<file path="src/rtl/wb_stage_pkg.sv">
// wb_stage_pkg: shared constants for the write-back stage.
// Holds the load funct3 encodings and the default datapath widths.
package wb_stage_pkg;

    localparam int unsigned DATA_W_DEF  = 32;
    localparam int unsigned RADDR_W_DEF = 5;

    localparam logic [2:0] F3_LB  = 3'b000;
    localparam logic [2:0] F3_LH  = 3'b001;
    localparam logic [2:0] F3_LW  = 3'b010;
    localparam logic [2:0] F3_LBU = 3'b100;
    localparam logic [2:0] F3_LHU = 3'b101;

endpackage

</file>
<file path="src/rtl/wb_stage_load_ext.sv">
// wb_stage_load_ext: aligns a raw memory word to the addressed byte/half
// and sign- or zero-extends it according to the load funct3.
// Unknown funct3 values produce zero.
module wb_stage_load_ext
    import wb_stage_pkg::*;
#(
    parameter int unsigned DATA_W = DATA_W_DEF
) (
    input  logic [2:0]        i_funct3,
    input  logic [1:0]        i_byte_off,
    input  logic [DATA_W-1:0] i_rdata,
    output logic [DATA_W-1:0] o_data
);

    logic [7:0]  w_byte;
    logic [15:0] w_half;

    // Select the addressed byte lane and half-word (off[0] ignored for halves)
    always_comb begin
        w_byte = i_rdata[7:0];
        case (i_byte_off)
            2'd0: w_byte = i_rdata[7:0];
            2'd1: w_byte = i_rdata[15:8];
            2'd2: w_byte = i_rdata[23:16];
            2'd3: w_byte = i_rdata[31:24];
            default: w_byte = i_rdata[7:0];
        endcase
        w_half = i_byte_off[1] ? i_rdata[31:16] : i_rdata[15:0];
    end

    // Extend the selected lane according to the load type
    always_comb begin
        o_data = '0;
        case (i_funct3)
            F3_LB:  o_data = {{(DATA_W-8){w_byte[7]}}, w_byte};
            F3_LH:  o_data = {{(DATA_W-16){w_half[15]}}, w_half};
            F3_LW:  o_data = i_rdata;
            F3_LBU: o_data = {{(DATA_W-8){1'b0}}, w_byte};
            F3_LHU: o_data = {{(DATA_W-16){1'b0}}, w_half};
            default: o_data = '0;
        endcase
    end

endmodule

</file>
<file path="src/rtl/wb_stage.sv">
// wb_stage: write-back stage owning the register file write port.
// Merges ALU results (buffered in a small FIFO with flow-through) and load
// data (extended by wb_stage_load_ext) into one registered write per cycle.
// Loads win arbitration, bounded by a starvation counter that forces the
// ALU FIFO head through after STARVE_MAX load wins while the FIFO is full.
// Optional macro WB_FWD_EN adds combinational write-to-read forwarding ports.
module wb_stage
    import wb_stage_pkg::*;
#(
    parameter int unsigned DATA_W     = DATA_W_DEF,
    parameter int unsigned RADDR_W    = RADDR_W_DEF,
    parameter int unsigned FIFO_DEPTH = 2,
    parameter int unsigned STARVE_MAX = 4
) (
    input  logic               clk,
    input  logic               arst,
    input  logic               alu_valid,
    output logic               alu_ready,
    input  logic [RADDR_W-1:0] alu_rd,
    input  logic [DATA_W-1:0]  alu_data,
    input  logic               ld_valid,
    output logic               ld_ready,
    input  logic [RADDR_W-1:0] ld_rd,
    input  logic [2:0]         ld_funct3,
    input  logic [1:0]         ld_byte_off,
    input  logic [DATA_W-1:0]  ld_rdata,
    output logic               reg_wen,
    output logic [RADDR_W-1:0] reg_waddr,
    output logic [DATA_W-1:0]  reg_wdata,
    output logic               busy
`ifdef WB_FWD_EN
   ,input  logic [RADDR_W-1:0] reg1_raddr,
    input  logic [RADDR_W-1:0] reg2_raddr,
    input  logic [DATA_W-1:0]  rf1_rdata,
    input  logic [DATA_W-1:0]  rf2_rdata,
    output logic [DATA_W-1:0]  fwd1_rdata,
    output logic [DATA_W-1:0]  fwd2_rdata
`endif
);

    localparam int unsigned PTR_W = (FIFO_DEPTH > 1) ? $clog2(FIFO_DEPTH) : 1;
    localparam int unsigned CNT_W = $clog2(FIFO_DEPTH + 1);
    localparam int unsigned SC_W  = $clog2(STARVE_MAX + 1);

    // FIFO storage and bookkeeping
    logic [RADDR_W-1:0] r_fifo_rd   [FIFO_DEPTH];
    logic [DATA_W-1:0]  r_fifo_data [FIFO_DEPTH];
    logic [PTR_W-1:0]   r_wptr;
    logic [PTR_W-1:0]   r_rptr;
    logic [CNT_W-1:0]   r_count;
    logic [SC_W-1:0]    r_starve;

    // Output registers
    logic               r_wen;
    logic [RADDR_W-1:0] r_waddr;
    logic [DATA_W-1:0]  r_wdata;

    logic               w_empty;
    logic               w_full;
    logic               w_force;
    logic               w_ld_hs;
    logic               w_alu_hs;
    logic               w_alu_keep;
    logic               w_flow;
    logic               w_push;
    logic               w_pop;
    logic               w_alu_issue;
    logic               w_issue;
    logic [RADDR_W-1:0] w_iss_rd;
    logic [DATA_W-1:0]  w_iss_data;
    logic [DATA_W-1:0]  w_ld_ext;

    wb_stage_load_ext #(
        .DATA_W (DATA_W)
    ) u_load_ext (
        .i_funct3   (ld_funct3),
        .i_byte_off (ld_byte_off),
        .i_rdata    (ld_rdata),
        .o_data     (w_ld_ext)
    );

    assign w_empty = (r_count == '0);
    assign w_full  = (r_count == CNT_W'(FIFO_DEPTH));
    assign w_force = w_full && (r_starve == SC_W'(STARVE_MAX));

    // Readies are held low during reset so nothing is accepted
    assign alu_ready = !arst && !w_full;
    assign ld_ready  = !arst && !w_force;

    assign w_ld_hs     = ld_valid && ld_ready;
    assign w_alu_hs    = alu_valid && alu_ready;
    // x0 results are acknowledged but dropped
    assign w_alu_keep  = w_alu_hs && (alu_rd != '0);
    assign w_flow      = w_alu_keep && w_empty && !w_ld_hs;
    assign w_push      = w_alu_keep && !w_flow;
    assign w_pop       = !w_ld_hs && !w_empty;
    assign w_alu_issue = w_pop || w_flow;

    // Issue mux: load first, then FIFO head, then flow-through ALU entry
    always_comb begin
        w_issue    = 1'b0;
        w_iss_rd   = '0;
        w_iss_data = '0;
        if (w_ld_hs) begin
            w_issue    = 1'b1;
            w_iss_rd   = ld_rd;
            w_iss_data = w_ld_ext;
        end else if (w_pop) begin
            w_issue    = 1'b1;
            w_iss_rd   = r_fifo_rd[r_rptr];
            w_iss_data = r_fifo_data[r_rptr];
        end else if (w_flow) begin
            w_issue    = 1'b1;
            w_iss_rd   = alu_rd;
            w_iss_data = alu_data;
        end
    end

    // FIFO payload storage (contents are don't-care while empty)
    always_ff @(posedge clk) begin
        if (w_push) begin
            r_fifo_rd[r_wptr]   <= alu_rd;
            r_fifo_data[r_wptr] <= alu_data;
        end
    end

    // FIFO pointers and occupancy
    always_ff @(posedge clk or posedge arst) begin
        if (arst) begin
            r_wptr  <= '0;
            r_rptr  <= '0;
            r_count <= '0;
        end else begin
            if (w_push) begin
                r_wptr <= r_wptr + 1'b1;
            end
            if (w_pop) begin
                r_rptr <= r_rptr + 1'b1;
            end
            case ({w_push, w_pop})
                2'b10:   r_count <= r_count + 1'b1;
                2'b01:   r_count <= r_count - 1'b1;
                default: r_count <= r_count;
            endcase
        end
    end

    // Starvation counter: counts load wins while the FIFO stays full
    always_ff @(posedge clk or posedge arst) begin
        if (arst) begin
            r_starve <= '0;
        end else if (!w_full || w_alu_issue) begin
            r_starve <= '0;
        end else if (w_ld_hs && (r_starve != SC_W'(STARVE_MAX))) begin
            r_starve <= r_starve + 1'b1;
        end
    end

    // Registered write port; x0 destinations never raise the enable
    always_ff @(posedge clk or posedge arst) begin
        if (arst) begin
            r_wen   <= 1'b0;
            r_waddr <= '0;
            r_wdata <= '0;
        end else begin
            r_wen <= w_issue && (w_iss_rd != '0);
            if (w_issue) begin
                r_waddr <= w_iss_rd;
                r_wdata <= w_iss_data;
            end
        end
    end

    assign reg_wen   = r_wen;
    assign reg_waddr = r_waddr;
    assign reg_wdata = r_wdata;
    assign busy      = !w_empty || r_wen;

`ifdef WB_FWD_EN
    // Bypass the pending write onto matching register file reads
    always_comb begin
        fwd1_rdata = rf1_rdata;
        fwd2_rdata = rf2_rdata;
        if (r_wen && (r_waddr == reg1_raddr) && (reg1_raddr != '0)) begin
            fwd1_rdata = r_wdata;
        end
        if (r_wen && (r_waddr == reg2_raddr) && (reg2_raddr != '0)) begin
            fwd2_rdata = r_wdata;
        end
    end
`endif

endmodule

</file>
<file path="config.mk">
export PLATFORM = sky130hd
export DESIGN_NAME = wb_stage
export DESIGN_NICKNAME = d
export VERILOG_FILES = /design/src/rtl/wb_stage_pkg.sv /design/src/rtl/wb_stage_load_ext.sv /design/src/rtl/wb_stage.sv
export SDC_FILE = /design/constraint.sdc
export NUM_CORES = 1
export LEC_CHECK = 0
export CORE_ASPECT_RATIO = 0.7
export CORE_MARGIN = 2
export CORE_UTILIZATION = 46
export DETAILED_ROUTE_END_ITERATION = 16
export PLACE_DENSITY = 0.76
export RECOVER_POWER = 25
export SYNTH_ARGS = -nofsm -noshare
export SYNTH_HDL_FRONTEND = slang
export SYNTH_SLANG_ARGS = --single-unit
</file>
<file path="constraint.sdc">
create_clock -name clk -period 2.6 [get_ports clk]
set_input_delay 0.26 -clock clk [delete_from_list [all_inputs] [get_ports clk]]
set_output_delay 0.26 -clock clk [all_outputs]
set_load 0.02 [all_outputs]
</file>
Word-level counts from Yosys, hierarchy flattened
Memories as Yosys holds them, arrays and structs flattened.
Index checks and enable logic that the tools add are counted.
{ "classes": {"eq_ne": 12, "reduce_logical": 28, "shift": 0, "addsub": 5, "n_div": 0, "n_mul": 0, "muxes": 17, "bitwise_logic": 0, "n_lt_le_gt_ge": 0} }
{ "op_table": {"columns": ["operator", "n"], "rows": [
  ["$pmux W32 S5", 1],
  ["$mux W32", 3],
  ["$pmux W8 S4", 1],
  ["$mux W16", 1],
  ["$mux W5", 3],
  ["$logic_and A1 B1 Y1", 12],
  ["$reduce_bool A5 Y1", 2],
  ["$eq A3 B3 Y1 const B", 3],
  ["$eq A2 B2 Y1 const B", 4],
  ["$logic_not A1 Y1", 6],
  ["$mux W3", 2],
  ["$mux W1", 5],
  ["$eq A2 B1 Y1 const B", 2],
  ["$logic_not A2 Y1", 2],
  ["$pmux W2 S2", 1],
  ["$reduce_bool A2 Y1", 2],
  ["$add A3 B1 Y3 const B", 1],
  ["$eq A3 B1 Y1 const B", 1],
  ["$eq A3 B2 Y1 const B", 1],
  ["$logic_not A3 Y1", 1],
  ["$logic_or A1 B1 Y1", 3],
  ["$ne A3 B3 Y1 const B", 1],
  ["$add A1 B1 Y1 const B", 2],
  ["$add A2 B1 Y2 const B", 1],
  ["$sub A2 B1 Y2 const B", 1]
]} }
{ "totals": {"latchBits": 0, "wordCells": 71, "memories": 2, "register_bits": 45, "mem_bits_ro": 0, "mem_bits_rw": 74, "out_inout_bits": 41} }
{ "mem_list": {"columns": ["memory", "depth", "word_bits", "rd", "rd_clocked_by_memory_dff", "write_ports", "line", "text"], "rows": [
  ["r_fifo_data", 2, 32, 1, 0, 1, "wb_stage.sv:47", "logic [DATA_W-1:0] r_fifo_data [FIFO_DEPTH];"],
  ["r_fifo_rd", 2, 5, 1, 0, 1, "wb_stage.sv:46", "logic [RADDR_W-1:0] r_fifo_rd [FIFO_DEPTH];"]
]} }

Depth between registers and ports, before layout
Gate-level depths: netlist (run 1).
{ "depth": {"word_depth": 12, "mapped_depth": 10, "mapped_depth_nobuf": 8} }

Cells and area by module
A second synthesis (run 1) with hierarchy kept.
{ "unflattened": {"hier_cells": 456, "hier_area_um2": 6022.0} }
{ "modules_own_cells": {"columns": ["module", "instances", "area_each_um2", "cells_per_inst"], "rows": [
  ["wb_stage", 1, 5086.1, 333],
  ["wb_stage_load_ext", 1, 935.9, 123]
]} }

Least setup slack after synthesis (run 1)
No wires, ideal clock.
{ "synth_timing": {"path_type": "input to register", "startpoint": "input arst", "endpoint": "memory r_fifo_data[0][0] (netlist name) (enable)", "arrival_time_ps": 2664, "path_stages": 4, "setup_slack_ps": -496, "setup_time_ps": 431, "cell_sequence": "nand2b_1 -> a21oi_1 -> o21ai_0 -> nor2_1"} }
{ "synth_between": {"elab_chain_cells": 10} }
{ "synth_lines": {"columns": ["element", "line", "text"], "rows": [
  ["start: declaration", "wb_stage.sv:16", "input logic arst,"],
  ["$logic_not A1 Y1 (no line) *", null, null],
  ["$logic_and A1 B1 Y1", "wb_stage.sv:87", "assign alu_ready = !arst && !w_full;"],
  ["$logic_and A1 B1 Y1", "wb_stage.sv:91", "assign w_alu_hs = alu_valid && alu_ready;"],
  ["$logic_and A1 B1 Y1", "wb_stage.sv:93", "assign w_alu_keep = w_alu_hs && (alu_rd != '0);"],
  ["$logic_and A1 B1 Y1 (2 in series)", "wb_stage.sv:94", "assign w_flow = w_alu_keep && w_empty && !w_ld_hs;"],
  ["$logic_not A1 Y1", "wb_stage.sv:95", "assign w_push = w_alu_keep && !w_flow;"],
  ["$logic_and A1 B1 Y1 *", "wb_stage.sv:95", null],
  ["$mux W1 *", "wb_stage.sv:121", "if (w_push) begin"],
  ["$mux W1 (implied by the code) *", "wb_stage.sv:123", "r_fifo_data[r_wptr] <= alu_data;"],
  ["end: declaration", "wb_stage.sv:47", null]
]} }
Mark *: on every way between the ends. The rest lies on a longest branch, timed or not.

Final worst setup path (run 1)
{ "layout_timing": {"startpoint": "register r_starve[0]", "endpoint": "output ld_ready"} }
{ "layout_between": {"elab_chain_cells": 4} }
{ "layout_lines": {"columns": ["element", "line", "text"], "rows": [
  ["start: declaration", "wb_stage.sv:51", "logic [SC_W-1:0] r_starve;"],
  ["start signal: assignment", "wb_stage.sv:155", "r_starve <= r_starve + 1'b1;"],
  ["$eq A3 B3 Y1", "wb_stage.sv:84", "assign w_force = w_full && (r_starve == SC_W'(STARVE_MAX));"],
  ["$logic_and A1 B1 Y1", "wb_stage.sv:84", null],
  ["$logic_not A1 Y1", "wb_stage.sv:88", "assign ld_ready = !arst && !w_force;"],
  ["$logic_and A1 B1 Y1", "wb_stage.sv:88", null],
  ["end: declaration", "wb_stage.sv:22", "output logic ld_ready,"]
]} }
Every way passes these cells.

==> summary.md, run 1 <==
| Metric | Value |
|---|---|
| Share of layout cells above drive strength 1 | `0.1689` |
| Final worst-path cycle share | `0.8777` |
| DP Area | `0.007391 mm²` |
| H-Tree Depth | `4` |
| Status | `completed` |
| Lkg Pwr | `3.038 nW` |
| Max-slew headroom | `0.3937` |
| Req. time, crit path | `2.34 ns` |
| Post-route ant nets | `0` |
| Num ports | `124` |
| Post-route cell area | `0.008018 mm²` |
| Cell variety after synth | `58` |
| R2r endpoint | `reg_wen` |
| Area leader, netlist | `edfxtp_1` |
| Clock Tree Buf Depth | `2` |
| Nets | `677` |
| DRC errors left | `0` |
| Max Cap Violations | `0` |
| Final WL | `17710 µm` |
| RSZ-0062 raised after global routing | `false` |
| Combinational power share | `0.350` |
| Final Hold Viols | `0` |
| Largest delay contributor family on the critical path | `buffers and inverters` |
| Peak supply drop | `0.6899 mV` |
| Fin util | `0.6477` |
| Setup TNS | `0 ns` |
| Final setup violating endpoints | `0` |
| Ant. Diodes | `0` |
| Top post-synthesis cells by area | `edfxtp_1 (38%), dfrtp_1 (19%), mux2_2 (6.0%)` |
| Hold Buf Count CTS | `0` |
| Placer Congestion | `0.9111` |
| Row count | `34` |
| Initial Util | `0.4710` |
| Delay of the slowest critical-path stage | `0.61 ns` |
| Sequential fraction of the synthesis area | `0.5742` |
| Number of global-route vias before repair | `4882` |
| DR vias/cell | `6.326` |
| Mapped Area | `0.005831 mm²` |
| Total Power | `8.139 mW` |
| Largest net degree at the start of global routing | `28` |
| Synth cell count leaders | `edfxtp_1 (74), dfrtp_1 (45), mux2_2 (31), clkbuf_1 (24), o21ai_0 (20)` |
| Worst Setup End Kind | `output pin` |
| P_sw | `2.671 mW` |
| CTS tree | `yes` |
| Count leader, synth | `edfxtp_1` |
| Fillers | `911` |
| Post-synthesis register bit count | `119` |
| Total track usage | `0.2650` |
| Area Overhead vs Synth | `37.51%` |
| Mean post-synth cell area | `12.70 µm²` |
| Worst-Margin Slew | `0.9000 ns` |
| Post-Syn Nets | `545` |
| Synth warn | `0` |
| Initial antenna violation count | `0` |
| CP bufs+invs | `2` |
| Top-area cell type share of the netlist area | `0.3811` |
| Die width | `138.6 µm` |
| Area of the multi-input gates | `0.002302 mm²` |
| PostCTS Resize Cnt | `0` |
| Critical path startpoint category | `register` |
| Critical path arrival | `2.02 ns` |
| Vias | `4846` |
| Crit Path Max Fanout | `4` |
| Ys async rst share | `0.3782` |
| Core ar. | `0.01238 mm²` |
| Worst Skew | `0.005736 ns` |
| Worst-path cell chain | `inv_1 -> ha_1 -> and4b_1 -> nor2_1 -> clkdlybuf4s50_1` |
| Hold/Removal Path Class | `input pin to asynchronous set/reset pin` |
| Clk Latency, worst-skew pair | `0.42 ns` |
| First-pass DRT Iterations | `6` |
| Reg power frac | `0.344` |
| Die height | `98.20 µm` |
| F_max | `438.2 MHz` |
| CP max stage cell | `clkdlybuf4s50_1` |
| First-pass GRT wire length | `27500 µm` |
| Wire per inst | `23.11 µm` |
| Critical path class | `register to output pin` |
| Gr ovfl total | `0` |
| Sw Ratio | `0.3282` |
| Area of the die | `0.01361 mm²` |
| Inserted Clock Buffers | `17` |
| EDFF count, synth | `74` |
| PD cells | `1015 mW/mm²` |
| Clk network pwr share | `0.306` |
| Clock-pin slew on the worst setup and hold paths | `0.06 ns` |
| Final HPWL DP | `12550 µm` |
| Synth Flop Type | `edfxtp_1` |
| Reg2Reg Setup Slack | `0.47 ns` |
| Final Max Tran Viols | `0` |
| Clock Sink Count | `119` |
| Syn Inst Count | `459` |
| DRT iter0 DRCs | `447` |
| WHS | `0.4456 ns` |
| Cell at the root of the clock tree | `clkbuf_16` |
| Post-CTS Setup Repair Bufs | `0` |
| Worst reg2reg path depth | `4` |
| Fin crit period | `2.282 ns` |
| Reg2reg start | `r_count[0]` |
| Int Power | `5.468 mW` |
| Storage cell area | `0.003348 mm²` |
| Port bufs | `123` |
==> registers in the layout, summed over array words and instances (netlist names) <==
name	flops
r_fifo_data	64
reg_wdata	32
r_fifo_rd	10
reg_waddr	5
r_starve	3
r_count	2
r_rptr	1
r_wptr	1
reg_wen	1
==> cells in the final DEF (no fill, tap or decap), types with 5 or more instances in the layout <==
cell and count:
a211o_1 15, a211oi_1 5, a221o_1 15, a22oi_1 14, a31oi_1 13, a32o_1 15, buf_12 5, buf_4 23
clkbuf_16 17, clkdlybuf4s50_1 88, dfrtp_1 45, dlygate4sd3_1 35, edfxtp_1 74, inv_1 8, mux2_2 31, mux2i_1 19
nand2_1 12, nand2b_1 6, nand3_1 11, nor2_1 17, nor2b_1 7, nor3_1 17, nor3b_1 5, o211ai_1 7
o21ai_0 20, o2bb2ai_1 11
==> worst max path at each step <==
stage	from	endpoint	depth (start not counted)	slack (ns)
3_3_place_gp	arst	r_fifo_data[1][17]	6	0.17
3_5_place_dp	arst	r_fifo_data[1][18]	6	0.11
5_1_grt	r_starve[0]	ld_ready	5	0.25
2_1_floorplan	arst	r_fifo_data[0][0]	4	-0.50
4_1_cts	r_starve[0]	ld_ready	5	0.31
6_report	r_starve[0]	ld_ready	5	0.32
==> per-stage QoR <==
stage / instances / worst slack (ns)
after floorplan: 459 / -0.4957
after global placement: 734 / 0.1689
after detailed placement: 734 / 0.1113
after CTS: 766 / 0.3089
after global routing: 766 / 0.2462
final: 766 / 0.3180
==> final cells by class <==
type	count	share of cell area
flip-flops and latches	119	0.4176
multi-input cells	293	0.2871
repair buffers	151	0.1876
clock buffers	17	0.05306
well taps	162	0.02528
clock inverters	15	0.02512
inverters	9	0.004213
==> per-layer routing <==
metal	part of all wire	track usage	wire length, µm	vias to the layer above
li1	-	-	-	2099
met1	0.43	0.3781	7549	2396
met2	0.46	0.4056	8124	327
met3	0.10	0.06817	1800	24
met4	0.013	0.07378	230	0
met5	0	0	0	-
==> cells by family after synthesis <==
logic type	count (synthesis)	share of synthesized area
compound gates	138	0.1891
xor+xnor	6	0.009013
fa+ha+maj	3	0.006438
buf+inv	47	0.03519
flops	119	0.5742
mux	51	0.09635
simple gates	95	0.08970
==> power groups by stage <==
stage / clock network [mW] / logic [mW] / registers [mW]
final: 2.49 / 2.85 / 2.80
after global routing: 2.59 / 3.03 / 2.84
after CTS: 2.50 / 2.85 / 2.80
after detailed placement: 0 / 2.83 / 2.82
after global placement: 0 / 2.77 / 2.81
after floorplan: 0 / 1.36 / 3.04
Power figures use the tool's default switching activity.
==> run 2, diff against run 1 <==
- CORE_UTILIZATION: 46 -> 48
- CTS_BUF_LIST: unset -> sky130_fd_sc_hd__clkbuf_8
- PLACE_DENSITY: 0.76 -> 0.79
==> run 2 against run 1 <==
Clock-buffer cell count unchanged. Combinational power about the same. Total power down 8.4%. Clock skew up 0.0051 ns. Final area down 3.2%. Via count down 1.1%. Core utilization up 1.2 points. Critical path depth unchanged. Register-to-register slack worse by 0.04 ns. Global-route usage up 0.16 points. Sequential cell count unchanged. Non-clock buffer count down 4.
==> summary.md, run 2 (same netlist as run 1, synthesis figures left out) <==
| Metric | Value |
|---|---|
| CP max stage cell | `clkdlybuf4s50_1` |
| Vias | `4793` |
| Storage cell area | `0.003348 mm²` |
| DRT iter0 DRCs | `534` |
| Grt met1 use | `0.3783` |
| Initial Util | `0.4955` |
| Port bufs | `123` |
| DP Area | `0.007342 mm²` |
| H-Tree Depth | `4` |
| Share of layout cells above drive strength 1 | `0.1617` |
| Final WL | `16910 µm` |
| Core ar. | `0.01177 mm²` |
| Row count | `33` |
| Clock Tree Buf Depth | `2` |
| Reg2Reg Setup Slack | `0.43 ns` |
| Req. time, crit path | `2.34 ns` |
| Critical path startpoint category | `register` |
| DR vias/cell | `6.332` |
| RSZ-0062 raised after global routing | `false` |
| Post-CTS Setup Repair Bufs | `0` |
| GR Util met3 | `0.05740` |
| Critical path class | `register to output pin` |
| Ant. Diodes | `0` |
| Final std cells w/o fill | `757` |
| Commonest non-fill, non-tap cell in the layout | `clkdlybuf4s50_1` |
| Nets | `673` |
| Max reg flops | `64` |
| Initial antenna violation count | `1` |
| Hold Buf Count CTS | `0` |
| Most frequent cells in the layout | `clkdlybuf4s50_1 (88), edfxtp_1 (74), dfrtp_1 (45)` |
| Placed insts | `725` |
| CTS tree | `yes` |
| R2r endpoint | `reg_wen` |
| Clock Sink Count | `119` |
| Hold/Removal Path Class | `input pin to asynchronous set/reset pin` |
| GR peak layer | `met2` |
| Final worst-path cycle share | `0.9006` |
| Die height | `96.21 µm` |
| Largest register by flop count | `r_fifo_data` |
| Final HPWL DP | `11800 µm` |
| Die width | `135.7 µm` |
| Lkg Pwr | `2.919 nW` |
| Clk Latency, worst-skew pair | `0.45 ns` |
| Worst-Margin Slew | `0.9314 ns` |
| Worst reg2reg path depth | `6` |
| Area of the multi-input gates | `0.002302 mm²` |
| Worst Skew | `0.01083 ns` |
| Final setup violating endpoints | `0` |
| Worst Setup End Kind | `output pin` |
| Crit Path Max Fanout | `4` |
| Global Route met2 Usage | `0.4104` |
| PD cells | `960.6 mW/mm²` |
| Final Max Tran Viols | `0` |
| F_max | `427.1 MHz` |
| Area of the die | `0.01306 mm²` |
| Fin crit period | `2.341 ns` |
| First-pass GRT wire length | `25550 µm` |
| Critical path arrival | `2.08 ns` |
| DRC errors left | `0` |
| Inserted Clock Buffers | `17` |
| PostCTS Resize Cnt | `0` |
| Clock-pin slew on the worst setup and hold paths | `0.08 ns` |
| Cell at the root of the clock tree | `clkbuf_8` |
| Number of global-route vias before repair | `4630` |
| Largest net degree at the start of global routing | `38` |
| Area Overhead vs Synth | `33.13%` |
| First-pass DRT Iterations | `5` |
| Post-route cell area | `0.007762 mm²` |
| Total track usage | `0.2666` |
| Post-route ant nets | `0` |
| Worst-path cell chain | `inv_1 -> ha_1 -> and4b_1 -> nor2_1 -> clkdlybuf4s50_1` |
| Reg2reg start | `r_starve[0]` |
| Fillers | `863` |
| Max-slew headroom | `0.3725` |
| Peak supply drop | `0.8795 mV` |
| Placer Congestion | `0.9047` |
| Num ports | `124` |
| Final Hold Viols | `0` |
| Gr ovfl total | `0` |
| Delay of the slowest critical-path stage | `0.61 ns` |
| Max Cap Violations | `0` |
| Wire per inst | `22.33 µm` |
| Status | `completed` |
-- run 2: changes by cell type in the layout (fill, tap and decap cells not counted), sizes merged --
cell,previous run,this run
inv,11,9
buf,28,24
clkinvlp,2,4
-- run 2: worst max-delay path by stage --
stage | startpoint | end | slack (ns) | cells past startpoint
2_1_floorplan | arst | r_fifo_data[0][0] | -0.50 | 4
3_3_place_gp | ld_valid | r_count[1] | 0.23 | 6
5_1_grt | r_starve[0] | ld_ready | 0.17 | 5
6_report | r_starve[0] | ld_ready | 0.26 | 5
3_5_place_dp | ld_valid | r_count[1] | 0.09 | 7
4_1_cts | r_starve[0] | ld_ready | 0.24 | 5
-- run 2: metal layers --
layer  up-vias  part of all wire  wire (µm)
li1       2090                 -          -
met1      2376              0.42       7180
met2       296              0.45       7670
met3        29              0.10       1762
met4         2             0.017        279
met5         -           0.00077         13
-- run 2: power breakdown --
part           total, mW  internal (mW)  leakage (nW)  switching (mW)
registers           2.81           2.48          1.22           0.330
logic               2.85           1.38          1.49            1.48
clock network       1.80           1.03         0.206           0.770
-- run 2: layout make-up --
| cell class | count | area share |
|---|---|---|
| Inverter | 9 | 0.004352 |
| Clock buffer | 17 | 0.03014 |
| Tap cell | 157 | 0.02531 |
| Multi-Input combinational cell | 293 | 0.2966 |
| Clock inverter | 15 | 0.02402 |
| Timing Repair Buffer | 147 | 0.1883 |
| Sequential cell | 119 | 0.4313 |
-- run 2: through the flow --
step                hold WS, ns  power (mW)  utilization  setup slack (ns)  TNS, ns
floorplan                0.3589       4.406            -           -0.4957   -36.69
global placement         0.4374       5.557       0.6239            0.2279        0
detailed placement       0.4652       5.668       0.6239           0.08555        0
CTS                      0.3383       7.459       0.6596            0.2422        0
global route             0.3997       7.751       0.6596            0.1656        0
finish                   0.3410       7.456       0.6596            0.2585        0
-- run 2: critical path: cells and delay by family, from the launching register on --
family	cells	cell delay [ns]
fa+ha+maj	1	0.24
buf+inv	2	0.68
flops	1	0.38
simple gates	2	0.35
